--- src/rtl/mult_pkg.sv ---
// Shared types and constants for the multi-cycle multiply sequencer.
package mult_pkg;

    typedef enum logic [2:0] {IDLE, SETUP, MUL, FIX, DONE} mult_state_t;

    localparam int MULT_ITER_MAX = 31;
    localparam int MULT_W        = 32;

endpackage

--- src/rtl/mult_sequencer_if.sv ---
// Pipeline-controller <-> multiply sequencer handshake and operand bus.
interface mult_sequencer_if;
    import mult_pkg::*;

    logic                  start;
    logic                  flush;
    logic [MULT_W-1:0]     op_a;
    logic [MULT_W-1:0]     op_b;
    logic [2*MULT_W-1:0]   acc_in;
    logic                  accumulate;
    logic                  signed_op;
    logic                  long_op;
    logic                  busy;
    logic                  done;
    logic [2*MULT_W-1:0]   result;
    logic                  n_flag;
    logic                  z_flag;

    modport master (
        output start, flush, op_a, op_b, acc_in, accumulate, signed_op, long_op,
        input  busy, done, result, n_flag, z_flag
    );

    modport slave (
        input  start, flush, op_a, op_b, acc_in, accumulate, signed_op, long_op,
        output busy, done, result, n_flag, z_flag
    );

endinterface

--- src/rtl/mult_counter.sv ---
// Generic up-counter with synchronous clear and enable.
module mult_counter #(
    parameter int W = 5
) (
    input  logic         clk,
    input  logic         rst_b,
    input  logic         i_clr,
    input  logic         i_en,
    output logic [W-1:0] o_q
);

    logic [W-1:0] r_q;

    always_ff @(posedge clk or negedge rst_b) begin
        if (!rst_b)     r_q <= '0;
        else if (i_clr) r_q <= '0;
        else if (i_en)  r_q <= r_q + 1'b1;
    end

    assign o_q = r_q;

endmodule

--- src/rtl/mult_datapath.sv ---
// Shift-add multiply datapath: operand latches, magnitude setup, one 64-bit
// add per iteration, and final sign fix-up plus accumulate.
module mult_datapath
    import mult_pkg::*;
(
    input  logic                  clk,
    input  logic                  rst_b,
    input  logic                  i_load,
    input  logic                  i_setup,
    input  logic                  i_iter,
    input  logic                  i_fix,
    input  logic [MULT_W-1:0]     i_op_a,
    input  logic [MULT_W-1:0]     i_op_b,
    input  logic [2*MULT_W-1:0]   i_acc,
    input  logic                  i_accumulate,
    input  logic                  i_signed,
    input  logic                  i_long,
    output logic                  o_mplier_hi_zero,
    output logic [2*MULT_W-1:0]   o_result,
    output logic                  o_n,
    output logic                  o_z
);

    logic [MULT_W-1:0]   r_op_a, r_op_b, r_mplier;
    logic [2*MULT_W-1:0] r_acc, r_mcand, r_product, r_result;
    logic                r_acc_en, r_signed, r_long, r_neg, r_n, r_z;

    logic [MULT_W-1:0]   w_mag_a, w_mag_b, w_short_lo;
    logic [2*MULT_W-1:0] w_sum, w_signed_p, w_long_p, w_fix;

    // |x| of 0x80000000 wraps back to 0x80000000, which is the correct unsigned magnitude
    assign w_mag_a    = (r_signed && r_op_a[MULT_W-1]) ? -r_op_a : r_op_a;
    assign w_mag_b    = (r_signed && r_op_b[MULT_W-1]) ? -r_op_b : r_op_b;
    assign w_sum      = r_product + (r_mplier[0] ? r_mcand : '0);
    assign w_signed_p = r_neg ? -r_product : r_product;
    assign w_long_p   = w_signed_p + (r_acc_en ? r_acc : '0);
    assign w_short_lo = w_signed_p[MULT_W-1:0] + (r_acc_en ? r_acc[MULT_W-1:0] : '0);
    assign w_fix      = r_long ? w_long_p : {{MULT_W{1'b0}}, w_short_lo};

    always_ff @(posedge clk or negedge rst_b) begin
        if (!rst_b) begin
            r_op_a    <= '0;
            r_op_b    <= '0;
            r_acc     <= '0;
            r_acc_en  <= 1'b0;
            r_signed  <= 1'b0;
            r_long    <= 1'b0;
            r_neg     <= 1'b0;
            r_mcand   <= '0;
            r_mplier  <= '0;
            r_product <= '0;
            r_result  <= '0;
            r_n       <= 1'b0;
            r_z       <= 1'b0;
        end else begin
            if (i_load) begin
                r_op_a   <= i_op_a;
                r_op_b   <= i_op_b;
                r_acc    <= i_acc;
                r_acc_en <= i_accumulate;
                r_signed <= i_signed;
                r_long   <= i_long;
            end
            if (i_setup) begin
                r_mcand   <= {{MULT_W{1'b0}}, w_mag_a};
                r_mplier  <= w_mag_b;
                r_product <= '0;
                r_neg     <= r_signed & (r_op_a[MULT_W-1] ^ r_op_b[MULT_W-1]);
            end
            if (i_iter) begin
                r_product <= w_sum;
                r_mcand   <= r_mcand << 1;
                r_mplier  <= r_mplier >> 1;
            end
            if (i_fix) begin
                r_result <= w_fix;
                r_n      <= r_long ? w_fix[2*MULT_W-1] : w_fix[MULT_W-1];
                r_z      <= (w_fix == '0);
            end
        end
    end

    assign o_mplier_hi_zero = (r_mplier[MULT_W-1:1] == '0);
    assign o_result         = r_result;
    assign o_n              = r_n;
    assign o_z              = r_z;

endmodule

--- src/rtl/mult_sequencer.sv ---
// Multi-cycle multiply controller: FSM driving the shift-add datapath.
//   state | meaning
//   IDLE  | waiting for start
//   SETUP | form operand magnitudes and result sign, clear product/count
//   MUL   | one shift-add iteration per cycle
//   FIX   | apply sign, add accumulate, register result and flags
//   DONE  | done pulse; a new start is accepted here
module mult_sequencer
    import mult_pkg::*;
#(
    parameter int EARLY_TERM = 1
) (
    input  logic           clk,
    input  logic           rst_b,
    mult_sequencer_if.slave bus
);

    localparam logic [2:0] ST_IDLE  = IDLE;
    localparam logic [2:0] ST_SETUP = SETUP;
    localparam logic [2:0] ST_MUL   = MUL;
    localparam logic [2:0] ST_FIX   = FIX;
    localparam logic [2:0] ST_DONE  = DONE;

    logic [2:0] r_state, w_next;
    logic [4:0] w_count;
    logic       w_load, w_setup, w_iter, w_fix;
    logic       w_mplier_hi_zero, w_last;

    assign w_last = (w_count == 5'(MULT_ITER_MAX)) || ((EARLY_TERM != 0) && w_mplier_hi_zero);

    always_comb begin
        w_next  = r_state;
        w_load  = 1'b0;
        w_setup = 1'b0;
        w_iter  = 1'b0;
        w_fix   = 1'b0;
        case (r_state)
            ST_IDLE, ST_DONE: begin
                if (bus.start) begin
                    w_next = ST_SETUP;
                    w_load = 1'b1;
                end else begin
                    w_next = ST_IDLE;
                end
            end
            ST_SETUP: begin
                w_setup = 1'b1;
                w_next  = ST_MUL;
            end
            ST_MUL: begin
                w_iter = 1'b1;
                if (w_last) w_next = ST_FIX;
            end
            ST_FIX: begin
                w_fix  = 1'b1;
                w_next = ST_DONE;
            end
            default: w_next = ST_IDLE;
        endcase
        // Flush kills every strobe so a flushed FIX leaves the old result intact
        if (bus.flush) begin
            w_next  = ST_IDLE;
            w_load  = 1'b0;
            w_setup = 1'b0;
            w_iter  = 1'b0;
            w_fix   = 1'b0;
        end
    end

    always_ff @(posedge clk or negedge rst_b) begin
        if (!rst_b) r_state <= ST_IDLE;
        else        r_state <= w_next;
    end

    mult_counter #(.W(5)) u_count (
        .clk   (clk),
        .rst_b (rst_b),
        .i_clr (w_setup),
        .i_en  (w_iter),
        .o_q   (w_count)
    );

    mult_datapath u_dp (
        .clk              (clk),
        .rst_b            (rst_b),
        .i_load           (w_load),
        .i_setup          (w_setup),
        .i_iter           (w_iter),
        .i_fix            (w_fix),
        .i_op_a           (bus.op_a),
        .i_op_b           (bus.op_b),
        .i_acc            (bus.acc_in),
        .i_accumulate     (bus.accumulate),
        .i_signed         (bus.signed_op),
        .i_long           (bus.long_op),
        .o_mplier_hi_zero (w_mplier_hi_zero),
        .o_result         (bus.result),
        .o_n              (bus.n_flag),
        .o_z              (bus.z_flag)
    );

    assign bus.busy = (r_state == ST_SETUP) || (r_state == ST_MUL) || (r_state == ST_FIX);
    assign bus.done = (r_state == ST_DONE);

endmodule

--- src/flat_wrapper.sv ---
// flat-port wrapper written by rule: the top's interface ports become plain ports
module mult_sequencer_flat import mult_pkg::*;
#(
    parameter int EARLY_TERM = 1
)
  (clk, rst_b, bus_start, bus_flush, bus_op_a, bus_op_b, bus_acc_in, bus_accumulate, bus_signed_op, bus_long_op, bus_busy, bus_done, bus_result, bus_n_flag, bus_z_flag);
  mult_sequencer_if bus_i ();
  input  logic clk;
  input  logic rst_b;
  input wire logic [$bits(bus_i.start)-1:0] bus_start;
  input wire logic [$bits(bus_i.flush)-1:0] bus_flush;
  input wire logic [$bits(bus_i.op_a)-1:0] bus_op_a;
  input wire logic [$bits(bus_i.op_b)-1:0] bus_op_b;
  input wire logic [$bits(bus_i.acc_in)-1:0] bus_acc_in;
  input wire logic [$bits(bus_i.accumulate)-1:0] bus_accumulate;
  input wire logic [$bits(bus_i.signed_op)-1:0] bus_signed_op;
  input wire logic [$bits(bus_i.long_op)-1:0] bus_long_op;
  output wire logic [$bits(bus_i.busy)-1:0] bus_busy;
  output wire logic [$bits(bus_i.done)-1:0] bus_done;
  output wire logic [$bits(bus_i.result)-1:0] bus_result;
  output wire logic [$bits(bus_i.n_flag)-1:0] bus_n_flag;
  output wire logic [$bits(bus_i.z_flag)-1:0] bus_z_flag;
  assign bus_i.start = bus_start;
  assign bus_i.flush = bus_flush;
  assign bus_i.op_a = bus_op_a;
  assign bus_i.op_b = bus_op_b;
  assign bus_i.acc_in = bus_acc_in;
  assign bus_i.accumulate = bus_accumulate;
  assign bus_i.signed_op = bus_signed_op;
  assign bus_i.long_op = bus_long_op;
  assign bus_busy = bus_i.busy;
  assign bus_done = bus_i.done;
  assign bus_result = bus_i.result;
  assign bus_n_flag = bus_i.n_flag;
  assign bus_z_flag = bus_i.z_flag;
  mult_sequencer #(.EARLY_TERM(EARLY_TERM)) u_core (.clk(clk), .rst_b(rst_b), .bus(bus_i));
endmodule
--- config.mk ---
export PLATFORM = sky130hd
export DESIGN_NAME = mult_sequencer_flat
export DESIGN_NICKNAME = d
export VERILOG_FILES = /design/src/rtl/mult_pkg.sv /design/src/rtl/mult_sequencer_if.sv /design/src/rtl/mult_counter.sv /design/src/rtl/mult_datapath.sv /design/src/rtl/mult_sequencer.sv /design/src/flat_wrapper.sv
export SDC_FILE = /design/constraint.sdc
export NUM_CORES = 1
export LEC_CHECK = 0
export BUFFER_PORTS_ARGS = -buffer_cell sky130_fd_sc_hd__buf_2
export CAP_MARGIN = 5
export CORE_MARGIN = 2
export CORE_UTILIZATION = 60
export DETAILED_ROUTE_END_ITERATION = 16
export PLACE_DENSITY = 0.87
export SETUP_SLACK_MARGIN = 0.2
export SYNTH_ARGS = -nofsm -noshare
export SYNTH_HDL_FRONTEND = slang
export SYNTH_HIERARCHICAL = 1
export SYNTH_SLANG_ARGS = --single-unit
--- constraint.sdc ---
create_clock -name clk -period 8.2 [get_ports clk]
set_input_delay 0.82 -clock clk [delete_from_list [all_inputs] [get_ports clk]]
set_output_delay 0.82 -clock clk [all_outputs]
set_load 0.01 [all_outputs]
==> results <==
- The flow ran to the end, and the final reports show no timing, DRC or antenna violations.
- Detailed placement ended at an HPWL of 51800 um.
- At the placement stage, the worst setup path has a slack of 1120 ps.
- The combined area of all synthesized cells is 25900 um^2.
- Among all flip-flop cells after synthesis, the most frequent one is sky130_fd_sc_hd__dfrtp_1.
- For this run, design rule violations remaining after detail routing come to 0.
- The data arrival time at the worst-slack endpoint is 7600 ps.
- The biggest area contributor in the post-synthesis netlist is sky130_fd_sc_hd__dfrtp_1.
- The critical path is of the reg2reg type.
- The count of instances resized after the clock tree is built is 0.
- The number of clock buffers added by TritonCTS is 41.
- After synthesis, the netlist uses 92 different library cells.
- The fraction of layout instances using a drive strength above 1 is 16.2%.
- The synthesis-to-finish area growth is 9.94%.
- In the post-synthesis netlist, the biggest area contributors are sky130_fd_sc_hd__dfrtp_1 (35%), sky130_fd_sc_hd__mux2_2 (7.3%), sky130_fd_sc_hd__ha_1 (6.3%), sky130_fd_sc_hd__nand2_1 (5.8%), sky130_fd_sc_hd__o21ai_0 (5.1%).
- The largest net degree at the start of global routing is 171.
- The cell count after synthesis is 2971.
- The filler cells instantiated in the layout total 3379.
- In this run the worst path has a maximum fanout of 9.
- The quantity of hold-fixing buffers added after cts is 0.
- Synthesis inferred 366 register bits.
- Setup repair after global routing left no endpoint under its margin.
- The part of the power in the clock network is 18.4%.
- The sequential share of the synthesized area is 35.4%.
- The total congestion overflow is 0.
- The multi-input combinational cell area is 15800 um^2.
- The path type of the worst min-delay path is in2async.
- The overall track demand over capacity in global routing is 31.0%.
- The leakage power is 12.7 nW.
- Yosys printed 6 warnings.
- Summed over its instances, the top area cell type makes up 35.4% of the synthesized netlist area.
- The routed design has 70000 um of wire.
- The later pin in the worst-skew pair is clocked with a latency of 590 ps.
- The number of nets still failing antenna checks after routing is 0.
- Combinational logic burns 53.8% of the power.
- VDD sags by at most 214 uV.
- After clock tree synthesis, the clock-pin slew on the worst setup and hold paths is 60 ps.
- The congestion estimate from routability-driven global placement came to 0.985.
- The first-pass GRT wire length is 113000 um.
- Data on the critical path is required at its endpoint by 8680 ps.
- The total power density per cell area is 364 nW/um^2.
- The number of global-route vias before repair is 21800.
- The internal power of the cells totals 5.62 mW.
- The initial antenna violation count came to 0.
- On the final layout, the worst clock skew is 14.1 ps.
- At the pin with the least slew margin, the transition time is 1160 ps.
- The number of violations of the max-capacitance limit is 0.
- The sequential cell fraction of total power is 27.7%.
- The maximum clock frequency is 0.140 GHz.
- The total negative setup slack is 0 ps.
- The kind of end point of the critical path is a flop.
- Dividing the synthesized area by the synthesized cell count gives 8.71 um^2.
- The switching fraction of total power is 45.8%.
- The portion of the clock cycle consumed by the worst path in the final layout is 86.9%.
- The floorplan row count is 76.
- 0 antenna diodes ended up in the layout.
- The net count after synthesis is 3238.
- The clock period minus worst slack is 7120 ps.
- The share of flip-flops with an asynchronous set or reset after synthesis is 100%.
- The buffer levels on the longest clock path is 3.
- The number of primary I/O pins is 203.
- For this design, the sink count on the clock tree is 366.
- On the final layout, the worst hold slack is 217 ps.
- The number of flops mapped to enable cells by yosys is 0.
- The element type at the critical path start is a flop.
- The maximum level of the CTS H-tree is 2.
- After detailed routing, the average wire length per cell comes to 19.3 um.
- The total area inside the core boundary comes to 42800 um^2.
- The detailed router finished its first iteration with 2353 violations.
- The net switching power of the design is 4.74 mW.
- After layout, the worst setup slack is 1080 ps.
- The number of detailed-routing iterations run before antenna repair is 6.
- The number of pins with negative max-slew slack in the final report is 0.
- The net count reported at finish is 3320.
- The floorplan die area is 44800 um^2.
- Using the TritonRoute via totals, the vias-per-cell ratio works out to 6.31.
- The headroom to the max-slew limit is 22.8%.
- The height of the die is 212 um.
- In this run the horizontal extent of the chip is 212 um.
- The final hold violation count is 0.
- The post-CTS setup buffer count is 0.
- The count of buffers from port buffering is 202.
- The cell sitting at the root of the clock tree is a sky130_fd_sc_hd__clkbuf_16.
- The TritonCTS clock tree is built.
- The starting density of the core is 60.4%.
- Summing over every cut layer, the via total after detailed routing is 22900.
- The sequential cells in the finished layout cover a total of 9160 um^2.
- Setup violations remaining at the end of the flow were counted as 0.
Yosys cell counts, types with 8 or more instances:
library cell and n:
sky130_fd_sc_hd__nand2_1 400, sky130_fd_sc_hd__dfrtp_1 366, sky130_fd_sc_hd__o21ai_0 266, sky130_fd_sc_hd__a21oi_1 170
sky130_fd_sc_hd__mux2_2 167, sky130_fd_sc_hd__clkbuf_1 163, sky130_fd_sc_hd__and2_1 140, sky130_fd_sc_hd__xnor2_1 137
sky130_fd_sc_hd__ha_1 130, sky130_fd_sc_hd__nor2_1 114, sky130_fd_sc_hd__xor2_1 90, sky130_fd_sc_hd__a21o_1 83
sky130_fd_sc_hd__inv_1 68, sky130_fd_sc_hd__nand3_1 59, sky130_fd_sc_hd__o22ai_1 57, sky130_fd_sc_hd__nand4_1 44
sky130_fd_sc_hd__o21ai_1 40, sky130_fd_sc_hd__o31ai_1 35, sky130_fd_sc_hd__nor3_1 33, sky130_fd_sc_hd__or3_1 32
sky130_fd_sc_hd__o21a_1 25, sky130_fd_sc_hd__nand2b_1 22, sky130_fd_sc_hd__nor4_1 22, sky130_fd_sc_hd__o21bai_1 22
sky130_fd_sc_hd__nor2b_1 20, sky130_fd_sc_hd__a211oi_1 19, sky130_fd_sc_hd__a31oi_1 17, sky130_fd_sc_hd__and3_1 15
sky130_fd_sc_hd__o211ai_1 15, sky130_fd_sc_hd__or4_1 15, sky130_fd_sc_hd__buf_1 13, sky130_fd_sc_hd__mux2i_1 12
sky130_fd_sc_hd__o41ai_1 12, sky130_fd_sc_hd__a31o_2 10, sky130_fd_sc_hd__nor3b_1 8, sky130_fd_sc_hd__or2_2 8
stage by stage:
stage	utilization, %	std cells	power (mW)	area (um^2)
finish	66.5	3629	10.4	28400
global route	66.5	3629	11.0	28400
CTS	66.5	3629	10.3	28400
detailed placement	63.2	3556	8.29	27000
global placement	63.2	3556	8.14	27000
floorplan	-	2971	6.69	25900
layer usage:
layer | vias to the layer above | global-route usage, % | share of wire (%)
met1 | 11000 | 44.1 | 46
met5 | - | 0 | 0
met4 | 0 | 9.49 | 2.8
met2 | 900 | 49.1 | 45
li1 | 10900 | - | -
met3 | 139 | 4.55 | 6.9
flip-flops by register name, summed over array words and instances, names as in the netlist, 3 cells and up:
name,flops
u_core/u_dp/r_op_b,32
u_core/r_state,3
u_core/u_dp/o_result,64
u_core/u_dp/r_op_a,32
u_core/u_dp/r_mplier,32
u_core/u_dp/r_acc,64
u_core/u_dp/r_product,64
u_core/u_count/o_q,5
u_core/u_dp/r_mcand,64
worst max-delay path: stages, from the launching register on:
cell                        delay (ps)
sky130_fd_sc_hd__dfrtp_1           440
sky130_fd_sc_hd__inv_1             140
sky130_fd_sc_hd__ha_1              210
sky130_fd_sc_hd__nand3_1           100
sky130_fd_sc_hd__or2_2             320
sky130_fd_sc_hd__or3_1             450
sky130_fd_sc_hd__or3_1             440
sky130_fd_sc_hd__or4_1             480
sky130_fd_sc_hd__nor2_1            150
sky130_fd_sc_hd__nand2_1           100
sky130_fd_sc_hd__or4_4             490
sky130_fd_sc_hd__or3_4             380
sky130_fd_sc_hd__o21ai_1           150
sky130_fd_sc_hd__xnor2_1            90
sky130_fd_sc_hd__ha_1              420
sky130_fd_sc_hd__nand2_1           110
sky130_fd_sc_hd__o21bai_1           80
sky130_fd_sc_hd__a21o_1            190
sky130_fd_sc_hd__a2111oi_0         540
sky130_fd_sc_hd__o22a_1            210
sky130_fd_sc_hd__o31ai_1            70
sky130_fd_sc_hd__xor2_1            160
sky130_fd_sc_hd__a2111o_1          420
sky130_fd_sc_hd__a211o_1           230
sky130_fd_sc_hd__nor4_1            250
sky130_fd_sc_hd__nand4_1           130
sky130_fd_sc_hd__o41ai_1           240
worst paths after layout:
check                                                     start  slack [ps]                                  end  depth (start not counted)
max                        u_core/u_dp/r_product[1]$_DFFE_PN0P_        1080          u_core/u_dp/o_z$_DFFE_PN0P_                         26
min                                                       rst_b         220    u_core/u_dp/r_acc[10]$_DFFE_PN0P_                          1
max reg2reg                u_core/u_dp/r_product[1]$_DFFE_PN0P_        1080          u_core/u_dp/o_z$_DFFE_PN0P_                         26
min reg2reg                 u_core/u_dp/r_mcand[42]$_DFFE_PN0P_         500  u_core/u_dp/r_mcand[43]$_DFFE_PN0P_                          2
max in group asynchronous                                 rst_b        5950   u_core/u_dp/r_op_b[22]$_DFFE_PN0P_                          3
min in group clk                                    bus_long_op         450       u_core/u_dp/r_long$_DFFE_PN0P_                          3
kinds of logic after synthesis:
logic type / after synthesis / synth area share, %
compound gates: 845 / 20.2
buf+inv: 247 / 3.61
flops: 366 / 35.4
mux: 182 / 7.89
simple gates: 971 / 18.7
fa+ha+maj: 132 / 6.44
xor+xnor: 228 / 7.75
layout by cell type (no fill, tap or decap), types with 40 or more instances in the layout:
master | synthesis | final
sky130_fd_sc_hd__and2_1 | 140 | 140
sky130_fd_sc_hd__ha_1 | 130 | 130
sky130_fd_sc_hd__clkbuf_16 | 0 | 41
sky130_fd_sc_hd__dfrtp_1 | 366 | 365
sky130_fd_sc_hd__o21ai_0 | 266 | 266
sky130_fd_sc_hd__nand3_1 | 59 | 59
sky130_fd_sc_hd__xnor2_1 | 137 | 137
sky130_fd_sc_hd__o22ai_1 | 57 | 57
sky130_fd_sc_hd__nand2_1 | 400 | 400
sky130_fd_sc_hd__a21o_1 | 83 | 83
sky130_fd_sc_hd__o21ai_1 | 40 | 40
sky130_fd_sc_hd__buf_2 | 2 | 201
sky130_fd_sc_hd__inv_1 | 68 | 66
sky130_fd_sc_hd__nand4_1 | 44 | 44
sky130_fd_sc_hd__nor2_1 | 114 | 113
sky130_fd_sc_hd__mux2_2 | 167 | 167
sky130_fd_sc_hd__a21oi_1 | 170 | 170
sky130_fd_sc_hd__xor2_1 | 90 | 90
power by group through the flow:
stage	clock network [mW]	logic (mW)	registers, mW
global placement	0	5.31	2.83
floorplan	0	3.96	2.73
detailed placement	0	5.42	2.88
CTS	1.94	5.46	2.86
finish	1.91	5.58	2.87
global route	2.02	6.04	2.94
final cells by class:
type	count	share of cell area, %
timing repair buffer	218	4.06
multi-input combinational	2358	55.5
tap	546	2.40
inverter	68	0.911
clock buffer	58	4.15
clock inverter	15	0.739
sequential	366	32.2
Power figures use the tool's default switching activity.
